### config.mk
export PLATFORM = sky130hd
export DESIGN_NAME = wb_select_stage
export DESIGN_NICKNAME = d
export VERILOG_FILES = /design/src/rtl/wb_pkg.sv /design/src/rtl/wb_load_align.sv /design/src/rtl/wb_select_stage.sv
export SDC_FILE = /design/constraint.sdc
export NUM_CORES = 1
export LEC_CHECK = 0
export ABC_AREA = 1
export CORE_MARGIN = 2
export CORE_UTILIZATION = 47
export CTS_CLUSTER_DIAMETER = 100
export DETAILED_ROUTE_END_ITERATION = 6
export PLACE_DENSITY = 0.87
export RECOVER_POWER = 100
export SLEW_MARGIN = 15
export SYNTH_ARGS = -nofsm -noshare
export SYNTH_HDL_FRONTEND = slang
export SYNTH_HIERARCHICAL = 1
export SYNTH_SLANG_ARGS = --single-unit
### constraint.sdc
create_clock -name clk -period 6.6 [get_ports clk]
set_input_delay 0.99 -clock clk [delete_from_list [all_inputs] [get_ports clk]]
set_output_delay 0.99 -clock clk [all_outputs]
set_load 0.02 [all_outputs]
### src/rtl/wb_pkg.sv
// -----------------------------------------------------------------------------
// wb_pkg
// Shared encodings and defaults for the write-back selection stage.
//   reg_dst_e    : destination register select (rt / rd / link / none)
//   wb_src_e     : write data source select (alu / mem / pc link / upper imm)
//   mem_size_e   : load access size used by sub-word alignment
//   LINK_REG_DEF : default link destination register
//   PC_INC_DEF   : default offset added to pc for link data
// -----------------------------------------------------------------------------
package wb_pkg;

   typedef enum logic [1:0] {
      RD_RT   = 2'b00,
      RD_RD   = 2'b01,
      RD_LINK = 2'b10,
      RD_NONE = 2'b11
   } reg_dst_e;

   typedef enum logic [1:0] {
      WB_ALU  = 2'b00,
      WB_MEM  = 2'b01,
      WB_LINK = 2'b10,
      WB_LUI  = 2'b11
   } wb_src_e;

   typedef enum logic [1:0] {
      SZ_WORD = 2'b00,
      SZ_HALF = 2'b01,
      SZ_BYTE = 2'b10
   } mem_size_e;

   localparam int unsigned LINK_REG_DEF = 31;
   localparam int unsigned PC_INC_DEF   = 4;

endpackage

### src/rtl/wb_load_align.sv
// -----------------------------------------------------------------------------
// wb_load_align
// Combinational sub-word load extraction and sign/zero extension.
// Only built when WB_SUBWORD_LOAD_EN is defined, since it is instantiated
// by wb_select_stage only in that build.
// Ports:
//   mem_data     in  DATA_W  raw word returned by memory
//   mem_size     in  2       SZ_WORD / SZ_HALF / SZ_BYTE
//   mem_unsigned in  1       zero-extend sub-word result when set
//   addr_lo      in  2       load address bits [1:0]
//   load_data    out DATA_W  aligned, extended load result
// -----------------------------------------------------------------------------
`ifdef WB_SUBWORD_LOAD_EN
module wb_load_align
   import wb_pkg::*;
#(
   parameter int unsigned DATA_W = 32
) (
   input  logic [DATA_W-1:0] mem_data,
   input  logic [1:0]        mem_size,
   input  logic              mem_unsigned,
   input  logic [1:0]        addr_lo,
   output logic [DATA_W-1:0] load_data
);

   logic [7:0]  byte_v;
   logic [15:0] half_v;
   logic        ext;

   always_comb begin
      byte_v    = mem_data[{addr_lo, 3'b000} +: 8];
      half_v    = addr_lo[1] ? mem_data[31:16] : mem_data[15:0];
      ext       = 1'b0;
      load_data = mem_data;
      case (mem_size_e'(mem_size))
         SZ_BYTE: begin
            ext       = byte_v[7] & ~mem_unsigned;
            load_data = {{(DATA_W-8){ext}}, byte_v};
         end
         SZ_HALF: begin
            ext       = half_v[15] & ~mem_unsigned;
            load_data = {{(DATA_W-16){ext}}, half_v};
         end
         // Word and the unused 2'b11 encoding pass the word through.
         default: load_data = mem_data;
      endcase
   end

endmodule
`endif

### src/rtl/wb_select_stage.sv
// -----------------------------------------------------------------------------
// wb_select_stage
// Registered write-back selection stage: picks destination register and write
// data from MEM-stage results, holds them in a stallable/flushable register,
// drives the register file write port and counts accepted instructions.
// Optional feature macro: WB_SUBWORD_LOAD_EN (sub-word load alignment on the
// memory source; when undefined mem_size/mem_unsigned/addr_lo are ignored).
// Ports:
//   clk, reset            clock, asynchronous active-high reset
//   stall, flush          hold stage / discard incoming (flush wins)
//   in_valid, reg_write   incoming instruction valid / writes a register
//   reg_dst, data_to_reg  destination and data source selects
//   instr_rt, instr_rd    candidate destination fields
//   alu_data, mem_data,
//   pc, imm16             candidate data sources
//   mem_size, mem_unsigned,
//   addr_lo               sub-word load controls
//   wb_valid, wb_we,
//   wb_addr, wb_data      registered write-back outputs
//   retire_cnt            accepted-instruction counter (wraps)
// -----------------------------------------------------------------------------
module wb_select_stage
   import wb_pkg::*;
#(
   parameter int unsigned DATA_W   = 32,
   parameter int unsigned REG_AW   = 5,
   parameter int unsigned LINK_REG = LINK_REG_DEF,
   parameter int unsigned PC_INC   = PC_INC_DEF,
   parameter int unsigned CNT_W    = 32
) (
   input  logic              clk,
   input  logic              reset,
   input  logic              stall,
   input  logic              flush,
   input  logic              in_valid,
   input  logic              reg_write,
   input  logic [1:0]        reg_dst,
   input  logic [1:0]        data_to_reg,
   input  logic [REG_AW-1:0] instr_rt,
   input  logic [REG_AW-1:0] instr_rd,
   input  logic [DATA_W-1:0] alu_data,
   input  logic [DATA_W-1:0] mem_data,
   input  logic [DATA_W-1:0] pc,
   input  logic [15:0]       imm16,
   input  logic [1:0]        mem_size,
   input  logic              mem_unsigned,
   input  logic [1:0]        addr_lo,
   output logic              wb_valid,
   output logic              wb_we,
   output logic [REG_AW-1:0] wb_addr,
   output logic [DATA_W-1:0] wb_data,
   output logic [CNT_W-1:0]  retire_cnt
);

   logic [DATA_W-1:0] mem_sel;
   logic [DATA_W-1:0] lui_data;
   logic [REG_AW-1:0] sel_addr;
   logic [DATA_W-1:0] sel_data;

   logic              valid_q,     valid_d;
   logic              reg_write_q, reg_write_d;
   logic              no_dst_q,    no_dst_d;
   logic [REG_AW-1:0] addr_q,      addr_d;
   logic [DATA_W-1:0] data_q,      data_d;
   logic [CNT_W-1:0]  cnt_q,       cnt_d;

`ifdef WB_SUBWORD_LOAD_EN
   wb_load_align #(
      .DATA_W (DATA_W)
   ) u_load_align (
      .mem_data     (mem_data),
      .mem_size     (mem_size),
      .mem_unsigned (mem_unsigned),
      .addr_lo      (addr_lo),
      .load_data    (mem_sel)
   );
`else
   logic unused_subword_ctl;
   assign unused_subword_ctl = ^{mem_size, mem_unsigned, addr_lo};
   assign mem_sel = mem_data;
`endif

   // Destination and data selection
   always_comb begin
      lui_data        = '0;
      lui_data[31:16] = imm16;

      sel_addr = '0;
      case (reg_dst_e'(reg_dst))
         RD_RT:   sel_addr = instr_rt;
         RD_RD:   sel_addr = instr_rd;
         RD_LINK: sel_addr = REG_AW'(LINK_REG);
         default: sel_addr = '0;
      endcase

      sel_data = alu_data;
      case (wb_src_e'(data_to_reg))
         WB_ALU:  sel_data = alu_data;
         WB_MEM:  sel_data = mem_sel;
         WB_LINK: sel_data = pc + DATA_W'(PC_INC);
         default: sel_data = lui_data;
      endcase
   end

   // Stage register next state: flush clears valid only, stall holds all
   always_comb begin
      valid_d     = valid_q;
      reg_write_d = reg_write_q;
      no_dst_d    = no_dst_q;
      addr_d      = addr_q;
      data_d      = data_q;
      cnt_d       = cnt_q;
      if (flush) begin
         valid_d = 1'b0;
      end else if (!stall) begin
         valid_d     = in_valid;
         reg_write_d = reg_write;
         no_dst_d    = (reg_dst_e'(reg_dst) == RD_NONE);
         addr_d      = sel_addr;
         data_d      = sel_data;
         if (in_valid) begin
            cnt_d = cnt_q + CNT_W'(1);
         end
      end
   end

   always_ff @(posedge clk or posedge reset) begin
      if (reset) begin
         valid_q     <= 1'b0;
         reg_write_q <= 1'b0;
         no_dst_q    <= 1'b0;
         addr_q      <= '0;
         data_q      <= '0;
         cnt_q       <= '0;
      end else begin
         valid_q     <= valid_d;
         reg_write_q <= reg_write_d;
         no_dst_q    <= no_dst_d;
         addr_q      <= addr_d;
         data_q      <= data_d;
         cnt_q       <= cnt_d;
      end
   end

   assign wb_valid   = valid_q;
   assign wb_we      = valid_q && reg_write_q && !no_dst_q && (addr_q != '0);
   assign wb_addr    = addr_q;
   assign wb_data    = data_q;
   assign retire_cnt = cnt_q;

endmodule

==> metrics.cfg <==
[synthesis]
async_flop_share = 1.00
synth.most_common_cell = nand2_1
synth_top_area_frac = 0.368
ys_top_cells_by_count = 298 x nand2_1, 110 x nor2_1, 72 x dfrtp_1, 67 x inv_1, 63 x nand3_1
yosysWarningCount = 6
synth.net_count = 894
yosysSeqAreaShare = 0.368
ys_top_cells_by_area = dfrtp_1 37%, nand2_1 23%, nor2_1 8.4%, nand3_1 6.4%, inv_1 5.1%
avgSynthCellArea_um2 = 6.49
ys.flop_type = dfrtp_1
yosys.area.top_type = dfrtp_1
synth_edf_count = 0
synth_seq_cells = 72
postSynthCellCount = 754
synth_cell_types = 36
syn_area_um2 = 4890

[flow_run]
drv_cap = 0

[cts]
ctsRootBufferMaster = clkbuf_8
clk_pin_slew_ns = 0.09
cts_num_sinks = 72
clk_latency_ns = 0.35
clk_path_buf_depth = 2
post_cts_resized = 0
cts_made_buffers = 9
cts_hold_buffers = 0
h-tree-depth = 3
cts_tree = yes
cts_setup_buffers = 0

[timing]
tns_ns = 0
period_minus_slack_ns = 4.19
finalCritPeriodShare = 0.635
finalHoldViolCount = 0
rsz0062_at_grt = no
max_freq_ghz = 0.239
tightestPinTransition_ns = 1.29
slew_violations = 0
clock_skew_ns = 0.0110
finalWorstSetupSlack_ns = 2.41
setup_viol = 0
relSlewSlack = 0.136

[run_status]
run_status = finished clean

[critical_path]
path_buf_inv = 3
rr_worst_depth = 10
r2r_end = retire_cnt[26]$_DFFE_PP0P_
critPathKind = primary input to flop
required_ns = 6.89
start_kind = primary input
r2r_setup_slack_ns = 4.73
end_kind = flop
crit_cells = 6
crit_end = wb_data[4]$_DFFE_PP0P_
slowest_stage = nor2_1
reg2reg_from = retire_cnt[0]$_DFFE_PP0P_
crit_arrival_ns = 4.48
slowest_delay_ns = 0.98
startpoint = flush
path_max_fanout = 30
worstPathCellList = dlygate4sd3_1, nor2_1, inv_1, clkbuf_1, a31oi_1, a21o_1
crit_family = buffers and inverters

[final_layout]
fillers = 919
final_cells = 1093
seqCellArea_um2 = 1800
drive_gt1_frac = 0.0313
antenna-diode-count = 0
multi_input_area_um2 = 2690
nets = 1092
area_growth_pct = 46.1
final_area_um2 = 7150

[pwr]
ir_drop_mv = 0.144
leakage_nw = 3.42
power.density_nw_per_um2 = 179

[detailed_routing]
final_antenna_net_count = 0
wl_per_cell_um = 14.2
drc = 0
via_count = 5494
vias_per_cell = 5.03
first_iter_violations = 364
dr.pass1.iters = 6
wl_um = 15600

[placement]
port_buffers = 202
dp_hpwl_um = 12100
dpl-instance-area_um2 = 7040
numPlacedInstances = 1077
pre_cts_slack_ns = 3.33
place_congestion = 0.922

[grt]
grt_usage = 0.288
antenna_found_initial = 0
grt_pass1_wl_um = 25700
grt_pass1_vias = 5317
grt_max_degree = 73
overflow = 0

[floorplanning]
start_util = 0.478
die_y_um = 106
rows = 37
chipWidth_um = 106
die-area_um2 = 11200
io_pins = 208
core-area_um2 = 10200

[worst_hold_path]
hold_class = flop to flop
hold_depth = 2

-- cell type report --
cell class	instances	share of cell area
Sequential cell	72	0.252
Multi-Input combinational cell	594	0.376
Tap cell	136	0.0238
Timing Repair Buffer	205	0.285
Clock buffer	9	0.0173
Inverter	70	0.0367
Clock inverter	7	0.00875
-- worst reg2reg max path, cell delays in order, from the launching register on --
cell and delay (ns):
dfrtp_1 0.42, ha_1 0.19, nand3_1 0.14, nor2_1 0.23, nand2_2 0.09, inv_1 0.09
nand3_1 0.18, nor2_1 0.25, nand2_1 0.08, nand2_1 0.06, nand2_1 0.04
-- placed cells by master, fill, tap and decap left out, types with 3 or more instances in the layout --
| cell | instances |
|---|---|
| o21ai_0 | 20 |
| clkdlybuf4s50_1 | 129 |
| inv_1 | 68 |
| nand4_1 | 4 |
| nor2_1 | 114 |
| clkinvlp_4 | 3 |
| ha_1 | 3 |
| clkbuf_8 | 9 |
| a21oi_1 | 7 |
| o21bai_1 | 5 |
| nor2_2 | 7 |
| xor2_1 | 15 |
| a221oi_1 | 16 |
| nor3_1 | 7 |
| dlygate4sd3_1 | 73 |
| nand2_1 | 302 |
| dfrtp_1 | 72 |
| xnor2_1 | 8 |
| nand3b_1 | 3 |
| nand3_1 | 64 |
-- worst min-delay path by stage --
stage	startpoint	endpoint	slack (ns)
detailed placement	wb_data[11]$_DFFE_PP0P_	wb_data[11]$_DFFE_PP0P_	0.46
global placement	wb_data[17]$_DFFE_PP0P_	wb_data[17]$_DFFE_PP0P_	0.46
floorplan	reg_write_q$_DFFE_PP0P_	reg_write_q$_DFFE_PP0P_	0.44
CTS	wb_data[18]$_DFFE_PP0P_	wb_data[18]$_DFFE_PP0P_	0.49
finish	wb_data[29]$_DFFE_PP0P_	wb_data[29]$_DFFE_PP0P_	0.48
global route	wb_data[29]$_DFFE_PP0P_	wb_data[29]$_DFFE_PP0P_	0.49
-- report_power, final --
part | leakage (nW) | internal, W | total [W] | switching, W
registers | 0.917 | 0.000495 | 0.000535 | 0.0000400
clock network | 0.0863 | 0.000144 | 0.000342 | 0.000198
logic | 2.41 | 0.000191 | 0.000404 | 0.000213
total | 3.42 | 0.000830 | 0.00128 | 0.000450
-- metrics by stage --
stage / hold WS (ns) / power, W / utilization
finish: 0.477 / 0.00128 / 0.699
global route: 0.490 / 0.00136 / 0.699
CTS: 0.488 / 0.00131 / 0.706
detailed placement: 0.464 / 0.000970 / 0.688
global placement: 0.461 / 0.000966 / 0.688
floorplan: 0.442 / 0.000734 / -
-- sequential cells by signal, summed over array words and instances (netlist names) --
signal / cells
wb_valid: 1
no_dst_q: 1
wb_addr: 5
wb_data: 32
reg_write_q: 1
retire_cnt: 32
-- layer usage --
metal / vias up / routed length, um / global-route usage
met2: 202 / 7340 / 0.480
met5: - / 0 / 0
met3: 28 / 1160 / 0.0613
met1: 2473 / 6660 / 0.371
met4: 0 / 386 / 0.104
li1: 2791 / - / -
-- cell families after synthesis --
| kind of cell | Yosys count | share of synthesized area |
|---|---|---|
| and+or+nand+nor | 509 | 0.434 |
| adders and majority gates | 3 | 0.00767 |
| buffers and inverters | 88 | 0.0695 |
| AOI/OAI and AO/OA | 59 | 0.0792 |
| xor gates and xnor gates | 23 | 0.0412 |
| DFF | 72 | 0.368 |
No activity file was read; power rests on OpenSTA's default activity.
